`src/rtl/pattern_detector_n.sv`:
```
// Serial detector for a programmable LEN-bit pattern with per-bit don't-care mask,
// overlap/non-overlap detection, valid qualification and a saturating match counter.
module pattern_detector_n #(
  parameter int             LEN             = 5,
  parameter logic [LEN-1:0] DEFAULT_PATTERN = 5'b11011,
  parameter logic           DEFAULT_OVERLAP = 1'b1,
  parameter int             CNT_W           = 8
) (
  input  logic             clk,
  input  logic             rst,
  input  logic             in_valid,
  input  logic             data_in,
  input  logic             cfg_we,
  input  logic [LEN-1:0]   cfg_pattern,
  input  logic [LEN-1:0]   cfg_care,
  input  logic             cfg_overlap,
  input  logic             clr_count,
  output logic             match_out,
  output logic [CNT_W-1:0] match_count,
  output logic             primed
);

  localparam int             FW   = $clog2(LEN + 1);
  localparam logic [FW-1:0]  FULL = FW'(LEN);

  logic [LEN-1:0]   hist_q, hist_d;
  logic [FW-1:0]    fill_q, fill_d;
  logic [LEN-1:0]   pattern_q, pattern_d;
  logic [LEN-1:0]   care_q, care_d;
  logic             overlap_q, overlap_d;
  logic             match_q, match_d;
  logic [CNT_W-1:0] count_q, count_d;
  logic             primed_q, primed_d;

  logic             accept;
  logic [LEN-1:0]   next_hist;
  logic [FW-1:0]    next_fill;
  logic             hit;

  // A configuration write wins over a same-cycle data bit, which is dropped.
  assign accept    = in_valid && !cfg_we;
  assign next_hist = {hist_q[LEN-2:0], data_in};
  assign next_fill = (fill_q == FULL) ? FULL : fill_q + FW'(1);
  assign hit       = accept && (next_fill == FULL) &&
                     (((next_hist ^ pattern_q) & care_q) == '0);

  always_comb begin
    hist_d    = hist_q;
    fill_d    = fill_q;
    pattern_d = pattern_q;
    care_d    = care_q;
    overlap_d = overlap_q;
    match_d   = hit;
    count_d   = count_q;

    if (cfg_we) begin
      pattern_d = cfg_pattern;
      care_d    = cfg_care;
      overlap_d = cfg_overlap;
      hist_d    = '0;
      fill_d    = '0;
    end else if (accept) begin
      hist_d = next_hist;
      // Non-overlap mode restarts the fill so the next match needs LEN fresh bits.
      fill_d = (hit && !overlap_q) ? '0 : next_fill;
    end

    if (clr_count) begin
      count_d = '0;
    end else if (hit && (count_q != '1)) begin
      count_d = count_q + CNT_W'(1);
    end

    primed_d = (fill_d == FULL);
  end

  always_ff @(posedge clk) begin
    if (!rst) begin
      hist_q    <= '0;
      fill_q    <= '0;
      pattern_q <= DEFAULT_PATTERN;
      care_q    <= '1;
      overlap_q <= DEFAULT_OVERLAP;
      match_q   <= 1'b0;
      count_q   <= '0;
      primed_q  <= 1'b0;
    end else begin
      hist_q    <= hist_d;
      fill_q    <= fill_d;
      pattern_q <= pattern_d;
      care_q    <= care_d;
      overlap_q <= overlap_d;
      match_q   <= match_d;
      count_q   <= count_d;
      primed_q  <= primed_d;
    end
  end

  assign match_out   = match_q;
  assign match_count = count_q;
  assign primed      = primed_q;

endmodule

```
`config.mk`:
```
export PLATFORM = sky130hd
export DESIGN_NAME = pattern_detector_n
export DESIGN_NICKNAME = d
export VERILOG_FILES = /design/src/rtl/pattern_detector_n.sv
export SDC_FILE = /design/constraint.sdc
export NUM_CORES = 1
export LEC_CHECK = 0
export BUFFER_PORTS_ARGS = -buffer_cell sky130_fd_sc_hd__buf_2
export CAP_MARGIN = 20
export CORE_UTILIZATION = 50
export DETAILED_ROUTE_END_ITERATION = 16
export GPL_TIMING_DRIVEN = 0
export PLACE_DENSITY = 0.83
export SETUP_SLACK_MARGIN = 0.05
export SYNTH_ARGS = -nofsm -noshare
export SYNTH_HDL_FRONTEND = slang
export SYNTH_SLANG_ARGS = --single-unit
```
`constraint.sdc`:
```
create_clock -name clk -period 3.8 [get_ports clk]
set_input_delay 0.57 -clock clk [delete_from_list [all_inputs] [get_ports clk]]
set_output_delay 0.57 -clock clk [all_outputs]
set_load 0.01 [all_outputs]
```
; After elaboration in Yosys (flattened, before gate mapping)
; Cells that the tools add are included.
[op_classes]
addsub = 2
n_eq_ne = 4
n_mux = 4
bitwise = 3
n_reduce_logical = 10
[ops]
columns = operator, count
row1 = $mux 3, 4
row2 = $eq 3x3->1 const B, 3
row3 = $add 8x1->8 const B, 1
row4 = $ne 8x8->1 const B, 1
row5 = $and 5x5->5, 1
row6 = $logic_and 1x1->1, 5
row7 = $logic_not 5->1, 1
row8 = $xor 5x5->5, 1
row9 = $reduce_or 2->1, 2
row10 = $add 3x1->3 const B, 1
row11 = $logic_not 1->1, 2
row12 = $not 1->1, 1
[totals]
ff_bits = 28
input_bits = 17
output_inout_bits = 10

; Logic depth before layout (Yosys ltp)
; Gate-level depths: netlist of run 1.
[logic_depth]
depth_word = 10
depth_mapped = 7
depth_no_buf = 6

; Worst setup path after synthesis of run 1
; Ideal clock, no wire load.
[synth_timing]
kind = input to register
from = input in_valid
to = register count_q[5] (netlist: match_count[5])
setup_ns = 0.072
arrival_ns = 1.708
slack_ns = 2.020
path_stages = 7
cell_sequence = buf_4 nand3b_1 a21oi_1 nand3_1 buf_2 nor4_1 mux2i_1
[synth_between]
elab_chain_len = 4
[synth_rtl]
columns = item, line
row1 = "start, declared", 11  ; input logic in_valid,
row2 = $logic_and 1x1->1, 41  ; assign accept = in_valid && !cfg_we;
row3 = $logic_and 1x1->1 (2 in a row), 44  ; assign hit = accept && (next_fill == FULL) &&
row4 = $logic_and 1x1->1, 70  ; end else if (hit && (count_q != '1)) begin
row5 = "end signal, assigned", 94  ; count_q <= count_d;
row6 = "end, declared", 32  ; logic [CNT_W-1:0] count_q, count_d;
; No other way between the ends.
; A chain may end at the register's enable or synchronous reset.

; Worst setup path after layout of run 1
[layout_timing]
from = register count_q[0] (netlist: match_count[0])
to = register count_q[3] (netlist: match_count[3])
[layout_between]
elab_chain_len = 2
[layout_rtl]
columns = item
row1 = branches (longest 2 deep; another with $add 8x1->8)
; Parallel ways; which one is timed is not known.

==> Implementation_results.wiki, run 1 <==
{| class="wikitable"
! Metric !! Value
|-
| Setup WS post-layout || 1970 ps
|-
| Post-placement setup slack || about 1700 ps
|-
| I/O Pins || 27
|-
| Comb pwr share || 8.8%
|-
| Placement-stage cell area || 0.00140 mm2
|-
| Pin count of the biggest net entering global routing || 16
|-
| Antenna cell count || 0
|-
| Root cell of the clock tree || sky130_fd_sc_hd__clkbuf_4
|-
| Net count of the mapped netlist || ~150
|-
| FF+latch area || 561 um2
|-
| Wirelength, routed || 2480 um
|-
| Die extent in x || 51.9 um
|-
| DRC viols || 0
|-
| Die Y || 51.9 um
|-
| Total die area || 0.00269 mm2
|-
| Vias in the first global route || 1,023
|-
| Internal Power || about 0.00038 W
|-
| Num CTS Buffers || 3
|-
| Worst endpoint data arrival time || ~2100 ps
|-
| Number of different library cells in the post-synthesis netlist || 31
|-
| Worst Path Required || 4060 ps
|-
| P&R area growth vs syn || 15.4%
|-
| Summed instance area of the synthesized netlist || 0.00124 mm2
|-
| Global-route wire length before repair || ~4300 um
|-
| Number of instances in the synthesized netlist || 135
|-
| Max Clock Freq || 545 MHz
|-
| Startpoint of the worst setup timing path || match_count[0]
|-
| Drt pass-1 iters || 4
|-
| Share of the synthesized area in compound gates (AO/OA/AOI/OAI) || 8.56%
|-
| Combinational family with the most area after synthesis || simple AND/OR/NAND/NOR gates
|-
| Largest buffer count on any clock path || 2
|-
| Total leakage power || 0.600 nW
|-
| Detailed-route vias per instance || around 5.5
|-
| Dominant cell by count in the synthesized netlist || sky130_fd_sc_hd__dfxtp_1
|-
| Clock latency on the worst-skew pair || 330 ps
|-
| Synth area leader || sky130_fd_sc_hd__dfxtp_1
|-
| Clock input transition at the sequential cells of the worst setup and hold paths || 150 ps
|-
| Port bufs || 24
|-
| Site row count || 17
|-
| Endpoint of the lowest-slack register-to-register path || match_count[3]
|-
| Post-route design area || about 0.0014 mm2
|-
| Sequential share of power || 62.0%
|-
| Number of antenna violations at the first check in global routing || 0
|-
| Part of the power in the clock network || about 29%
|-
| Global-route congestion overflow total || 0
|-
| # setup viols final || 0
|-
| Hold Crit Class || input pin to register
|-
| Final layout net count || roughly 180
|-
| Post-synth EDFFs || 0
|-
| Placed instance count || 187
|-
| Run status || complete, no violations
|-
| Peak VDD IR || around 0.00024 V
|-
| Cell depth of the worst flop-to-flop path || 7
|-
| DP Wirelength || between 1500 and 2000 um
|-
| Startpoint of the lowest-slack register-to-register path || match_count[0]
|-
| Fraction of the mapped netlist area in simple logic gates || 24.5%
|-
| Share of cells above drive strength 1 || a little over a fifth
|-
| Max capacitance violation total || 0
|-
| Nature of the critical path startpoint || register
|-
| Critical path endpoint category || register
|-
| Count of non-filler cells in the finished layout || 191
|-
| Number of buffers added to fix hold violations after cts || 0
|-
| Critical setup path kind || register to register
|-
| Number of instances resized during post-cts repair || 0
|-
| Leading cell types by count after synthesis || sky130_fd_sc_hd__dfxtp_1 (28), sky130_fd_sc_hd__mux2i_1 (16), sky130_fd_sc_hd__nand2_1 (15), sky130_fd_sc_hd__nor2_1 (12), sky130_fd_sc_hd__a21oi_1 (9)
|-
| Sw Pwr || ~0.00011 W
|-
| Tcrit/Tclk final || ~48%
|-
| Mapped Avg Cell Area || between 9 and 10 um2
|-
| Sum Neg Setup Slack || 0 ps
|-
| Initial cell density of the core || 54.6%
|-
| Worst-case headroom to the max-slew limit || 56.5%
|-
| Proportion of synthesized chip area in sequential cells || between 40% and 50%
|-
| Worst-margin pin slew || 652 ps
|-
| Worst-path maximum fanout || 9
|-
| Post-CTS repair timing setup buffer count || 0
|-
| Htree depth || 1
|-
| Share of total power consumed by net switching || 22.8%
|-
| Total count of max-transition violations in the final report || 0
|-
| Number of warnings issued by yosys || 0
|-
| Worst Setup EP || match_count[3]
|-
| Final setup skew || 7.89 ps
|-
| Post-Synth Adder-Cell Area || 1.01%
|-
| Synth Area in XOR/XNOR || 4.23%
|-
| Number of sinks driven by the clock tree || 28
|-
| Share of synthesized area spent on multiplexers || around an eighth
|-
| Placer's final routability congestion estimate || 0.810
|-
| Number of hold violations in the final report || 0
|-
| Fraction of registers with async set/reset || 0%
|-
| Area used by multi-input combinational logic || 636 um2
|-
| CTS tree || done
|-
| Flip-flop cell with the highest count after synthesis || sky130_fd_sc_hd__dfxtp_1
|-
| PwrDens || 345 mW/mm2
|-
| Top cell type's share of synthesized area || 45.1%
|-
| Time the worst path needs with I/O delays and setup || 1830 ps
|-
| Setup repair after global routing missed its margin || no
|-
| Tot GR Track Use || 21.7%
|-
| Fillers || 198
|-
| Total of flip-flops plus latches after synthesis || 28
|-
| Remaining antenna violation count || 0
|-
| Vias || 1,046
|-
| Count of routing violations after the opening detailed-route iteration || 18
|-
| Synth top area cells || sky130_fd_sc_hd__dfxtp_1 (45%), sky130_fd_sc_hd__mux2i_1 (13%), sky130_fd_sc_hd__nand2_1 (4.5%)
|-
| Placeable core region || 0.00228 mm2
|-
| Reg2reg setup slack || 1970 ps
|-
| Wire length per cell after detailed routing || 13.0 um
|}
[per-layer routing]
layer / wire (um) / share of wire [%] / GRT usage (%) / vias up
li1: - / - / - / 526
met2: 1190 / 48 / 36.5 / 34
met5: 0 / 0 / 0 / -
met4: 42 / 1.7 / 11.7 / 0
met1: 1120 / 45 / 26.4 / 480
met3: 122 / 4.9 / 2.92 / 6
[worst max-delay path: stages (launching register included)]
cell,delay [ps]
sky130_fd_sc_hd__dfxtp_1,400
sky130_fd_sc_hd__ha_1,260
sky130_fd_sc_hd__nand3_1,100
sky130_fd_sc_hd__nor2_2,50
sky130_fd_sc_hd__or2_1,220
sky130_fd_sc_hd__buf_6,140
sky130_fd_sc_hd__or4_1,460
sky130_fd_sc_hd__a21oi_1,150
[state kept, by name (all words and copies together) (netlist names)]
| name | cells |
|---|---|
| overlap_q | 1 |
| primed | 1 |
| care_q | 5 |
| match_count | 8 |
| pattern_q | 5 |
| fill_q | 3 |
| match_out | 1 |
| hist_q | 4 |
[placed cells by master, fill, tap and decap left out, types with 2 or more instances in the layout]
master / netlist / layout
sky130_fd_sc_hd__mux2i_1: 16 / 16
sky130_fd_sc_hd__dfxtp_1: 28 / 28
sky130_fd_sc_hd__nand2b_1: 4 / 4
sky130_fd_sc_hd__nand3b_1: 2 / 2
sky130_fd_sc_hd__o31ai_1: 2 / 2
sky130_fd_sc_hd__nor2b_1: 3 / 3
sky130_fd_sc_hd__a22oi_1: 2 / 2
sky130_fd_sc_hd__nor4_1: 3 / 3
sky130_fd_sc_hd__or4_1: 2 / 2
sky130_fd_sc_hd__clkbuf_1: 2 / 2
sky130_fd_sc_hd__o21ai_0: 3 / 3
sky130_fd_sc_hd__a21oi_1: 9 / 9
sky130_fd_sc_hd__clkbuf_4: 0 / 3
sky130_fd_sc_hd__buf_2: 1 / 25
sky130_fd_sc_hd__nor3_1: 4 / 4
sky130_fd_sc_hd__nand3_1: 7 / 7
sky130_fd_sc_hd__nand2_1: 15 / 15
sky130_fd_sc_hd__buf_6: 2 / 2
sky130_fd_sc_hd__xor2_1: 6 / 6
sky130_fd_sc_hd__nor2_1: 12 / 12
[metrics by stage]
| step | util (%) | hold WS (ps) | power [W] |
|---|---|---|---|
| after detailed placement | 61.4 | 464 | 0.000357 |
| after global placement | 61.4 | 455 | 0.000355 |
| after floorplan | - | 442 | 0.000342 |
| after global routing | 63.0 | 443 | 0.000513 |
| after CTS | 63.0 | 444 | 0.000496 |
| final | 63.0 | 443 | 0.000495 |
[worst min path at each step]
| stage | startpoint | endpoint | slack [ps] | cells past startpoint |
|---|---|---|---|---|
| floorplan | care_q[2] | care_q[2] | 440 | 2 |
| global placement | care_q[1] | care_q[1] | 460 | 2 |
| detailed placement | care_q[2] | care_q[2] | 460 | 2 |
| CTS | cfg_pattern[3] | pattern_q[3] | 440 | 3 |
| global route | cfg_care[3] | care_q[3] | 440 | 3 |
| finish | cfg_pattern[3] | pattern_q[3] | 440 | 3 |
[power groups by stage]
stage	clock, W	combinational, W	sequential, W
global placement	0	0.0000417	0.000313
detailed placement	0	0.0000436	0.000314
global route	0.000156	0.0000489	0.000308
floorplan	0	0.0000298	0.000312
CTS	0.000145	0.0000437	0.000307
finish	0.000144	0.0000435	0.000307
[kinds of logic after synthesis]
group	after synthesis
simple gates	59
mux	16
fa+ha+maj	1
xor+xnor	6
flops	28
compound gates	18
buf+inv	7
[layout make-up]
type	count	share of cell area [%]
buffer	6	2.97
sequential	28	39.1
multi-input combinational	100	44.3
inverter	1	0.262
tap	28	2.44
timing repair buffer	24	8.38
clock buffer	4	2.53
Power figures use the tool's default switching activity.
==> run 2: changes to the inputs <==
--- a/config.mk
+++ b/config.mk
@@ -7,10 +7,10 @@
 export LEC_CHECK = 0
 export BUFFER_PORTS_ARGS = -buffer_cell sky130_fd_sc_hd__buf_2
 export CAP_MARGIN = 20
-export CORE_UTILIZATION = 50
+export CORE_UTILIZATION = 47
 export DETAILED_ROUTE_END_ITERATION = 16
 export GPL_TIMING_DRIVEN = 0
-export PLACE_DENSITY = 0.83
+export PLACE_DENSITY = 0.82
 export SETUP_SLACK_MARGIN = 0.05
 export SYNTH_ARGS = -nofsm -noshare
 export SYNTH_HDL_FRONTEND = slang
==> constraint.sdc (replaced) <==
create_clock -name clk -period 1.67 [get_ports clk]
set_input_delay 0.2505 -clock clk [delete_from_list [all_inputs] [get_ports clk]]
set_output_delay 0.2505 -clock clk [all_outputs]
set_load 0.01 [all_outputs]
==> Implementation_results.wiki, run 2 (synthesized netlist as in run 1, its figures left out) <==
{| class="wikitable"
! Metric !! Value
|-
| Vias in the first global route || 974 (was 1,023)
|-
| Detailed-route vias per instance || 5.45 (was 5.48)
|-
| Delay of the slowest critical-path stage || 430 ps (was 460 ps)
|-
| Root cell of the clock tree || sky130_fd_sc_hd__clkbuf_4 (unchanged)
|-
| Max Clock Freq || 611 MHz (was 545 MHz)
|-
| Pin count of the biggest net entering global routing || 17 (was 16)
|-
| Final Total Pwr || 0.00119 W (was 0.000495 W)
|-
| Global-route congestion overflow total || 0 (unchanged)
|-
| Hold Crit Class || input pin to register (unchanged)
|-
| CTS tree || done (unchanged)
|-
| Max FFs per register || 8 (unchanged)
|-
| Worst Hold End || pattern_q[0] (was pattern_q[3])
|-
| Wire length per cell after detailed routing || 14.2 um (was 13.0 um)
|-
| Placeable core region || 0.00248 mm2 (was 0.00228 mm2)
|-
| Final layout net count || 189 (was 182)
|-
| Core utilization of the finished layout || 64.7% (was 63.0%)
|-
| Run status || complete, no violations (unchanged)
|-
| Placer's final routability congestion estimate || 0.790 (was 0.810)
|-
| Total count of max-transition violations in the final report || 0 (unchanged)
|-
| Time the worst path needs with I/O delays and setup || 1640 ps (was 1830 ps)
|-
| Antenna cell count || 0 (unchanged)
|-
| Global-route wire length before repair || 4320 um (was 4310 um)
|-
| Gr busiest metal || met2 (unchanged)
|-
| Number of buffers added to fix hold violations after cts || 0 (unchanged)
|-
| Crit path cell chain || ha_4, nand3_2, nor2_2, or2_1, buf_6, or4_4, a21oi_2 (was ha_1, nand3_1, nor2_2, or2_1, buf_6, or4_1, a21oi_1)
|-
| Peak VDD IR || 0.000808 V (was 0.000236 V)
|-
| Largest buffer count on any clock path || 2 (unchanged)
|-
| CP max stage cell || sky130_fd_sc_hd__or4_4 (was sky130_fd_sc_hd__or4_1)
|-
| Worst endpoint data arrival time || 1910 ps (was 2100 ps)
|-
| Count of routing violations after the opening detailed-route iteration || 42 (was 18)
|-
| Met3 GRT Util || 2.87% (was 2.92%)
|-
| Post-placement setup slack || -95.4 ps (was 1710 ps)
|-
| Endpoint of the lowest-slack register-to-register path || match_count[2] (was match_count[3])
|-
| Die extent in x || 53.4 um (was 51.9 um)
|-
| Final setup skew || 2.85 ps (was 7.89 ps)
|-
| Sum Neg Setup Slack || 0 ps (unchanged)
|-
| Cell depth of the worst flop-to-flop path || 7 (unchanged)
|-
| PwrDens || 743 mW/mm2 (was 345 mW/mm2)
|-
| Clock latency on the worst-skew pair || 330 ps (about the same)
|-
| Tcrit/Tclk final || 98.1% (was 48.3%)
|-
| Wirelength, routed || 2840 um (was 2480 um)
|-
| Worst-path maximum fanout || 5 (was 9)
|-
| Critical path endpoint category || register (unchanged)
|-
| Leading cell types in the layout, fill and taps excluded || sky130_fd_sc_hd__buf_2 (24), sky130_fd_sc_hd__dfxtp_1 (23), sky130_fd_sc_hd__mux2i_1 (16) (was sky130_fd_sc_hd__dfxtp_1 (28), sky130_fd_sc_hd__buf_2 (25), sky130_fd_sc_hd__mux2i_1 (16))
|-
| Startpoint of the lowest-slack register-to-register path || match_count[0] (unchanged)
|-
| Worst Path Required || 1940 ps (was 4060 ps)
|-
| Drt pass-1 iters || 4 (unchanged)
|-
| Clock input transition at the sequential cells of the worst setup and hold paths || 150 ps (about the same)
|-
| Leading cell type in the layout, fill and taps excluded || sky130_fd_sc_hd__buf_2 (was sky130_fd_sc_hd__dfxtp_1)
|-
| Initial cell density of the core || 50.2% (was 54.6%)
|-
| Critical setup path kind || register to register (unchanged)
|-
| Number of sinks driven by the clock tree || 28 (unchanged)
|-
| Worst-margin pin slew || 652 ps (about the same)
|-
| DP Wirelength || 1940 um (was 1900 um)
|-
| Share of cells above drive strength 1 || 34.1% (was 20.9%)
|-
| Dominant delay contributor by cell family on the critical path || simple AND/OR/NAND/NOR gates (unchanged)
|-
| Remaining antenna violation count || 0 (unchanged)
|-
| Buffers & Inverters on Critical Path || 1 (unchanged)
|-
| Met1 layer usage reported by global route || 24.3% (was 26.4%)
|-
| Worst-case headroom to the max-slew limit || 56.6% (was 56.5%)
|-
| Num CTS Buffers || 3 (unchanged)
|-
| Max capacitance violation total || 0 (unchanged)
|-
| Setup repair after global routing missed its margin || yes (was no)
|-
| Site row count || 18 (was 17)
|-
| Number of antenna violations at the first check in global routing || 0 (unchanged)
|-
| Source of the worst hold timing path || cfg_pattern[0] (was cfg_pattern[3])
|-
| Hold slack || 126 ps (was 443 ps)
|-
| Htree depth || 1 (unchanged)
|-
| Number of instances on the worst hold path || 3 (unchanged)
|-
| P&R area growth vs syn || 29.1% (was 15.4%)
|-
| Total leakage power || 0.661 nW (was 0.600 nW)
|-
| Tot GR Track Use || 21.1% (was 21.7%)
|-
| Total die area || 0.00285 mm2 (was 0.00269 mm2)
|-
| Met2 Use GR || 37.5% (was 36.5%)
|-
| DRC viols || 0 (unchanged)
|-
| Vias || 1,089 (was 1,046)
|-
| I/O Pins || 27 (unchanged)
|-
| Setup WS post-layout || 32.1 ps (was 1970 ps)
|-
| # setup viols final || 0 (unchanged)
|-
| Number of hold violations in the final report || 0 (unchanged)
|-
| Port bufs || 24 (unchanged)
|-
| Nature of the critical path startpoint || register (unchanged)
|-
| Reg2reg setup slack || 30 ps (was 1970 ps)
|-
| Die Y || 53.4 um (was 51.9 um)
|}
run 2: tightest hold or removal path, stage by stage:
cell and delay (ps):
sky130_fd_sc_hd__buf_2 70, sky130_fd_sc_hd__mux2i_1 60, sky130_fd_sc_hd__nand2_1 60
run 2: cell type report:
class	instances	area (um2)
fill	215	873
multi-input combinational	100	718
sequential	28	572
timing repair buffer	31	176
buffer	6	48.8
clock buffer	4	47.5
tap	30	37.5
inverter	1	3.75
run 2: routing by layer:
layer,vias to the layer above,share of wire [%]
li1,547,-
met2,36,52
met4,0,1.6
met1,502,43
met5,-,0
met3,4,3.9
run 2: worst max-delay path by stage:
| stage | startpoint | end | slack (ps) | cells past startpoint |
|---|---|---|---|---|
| after CTS | pattern_q[1] | match_count[3] | 20 | 5 |
| final | match_count[0] | match_count[2] | 30 | 7 |
| after global routing | match_count[0] | match_count[2] | -20 | 7 |
| after global placement | data_in | match_count[5] | -40 | 7 |
| after detailed placement | data_in | match_count[5] | -100 | 7 |
| after floorplan | match_count[0] | match_count[3] | 60 | 7 |
run 2: stage by stage:
| stage | instances | cell area, um2 |
|---|---|---|
| 6_report | 200 | 1600 |
| 5_1_grt | 200 | 1600 |
| 4_1_cts | 199 | 1550 |
| 3_5_place_dp | 189 | 1420 |
| 3_3_place_gp | 189 | 1420 |
| 2_1_floorplan | 135 | 1260 |
run 2: power by group:
group | leakage [nW] | total [W] | switching (W) | internal (W)
Sequential | 0.231 | 0.000698 | 0.0000135 | 0.000684
Combinational | 0.404 | 0.000109 | 0.0000546 | 0.0000543
Clock | 0.0261 | 0.000386 | 0.000203 | 0.000183
run 2: timing repair:
action | in CTS | in global routing
pin swaps | 6 | 5
gates cloned | 0 | 0
resized for setup | 11 | 9
buffers inserted | 6 | 1
setup endpoints to repair | 5 | 9
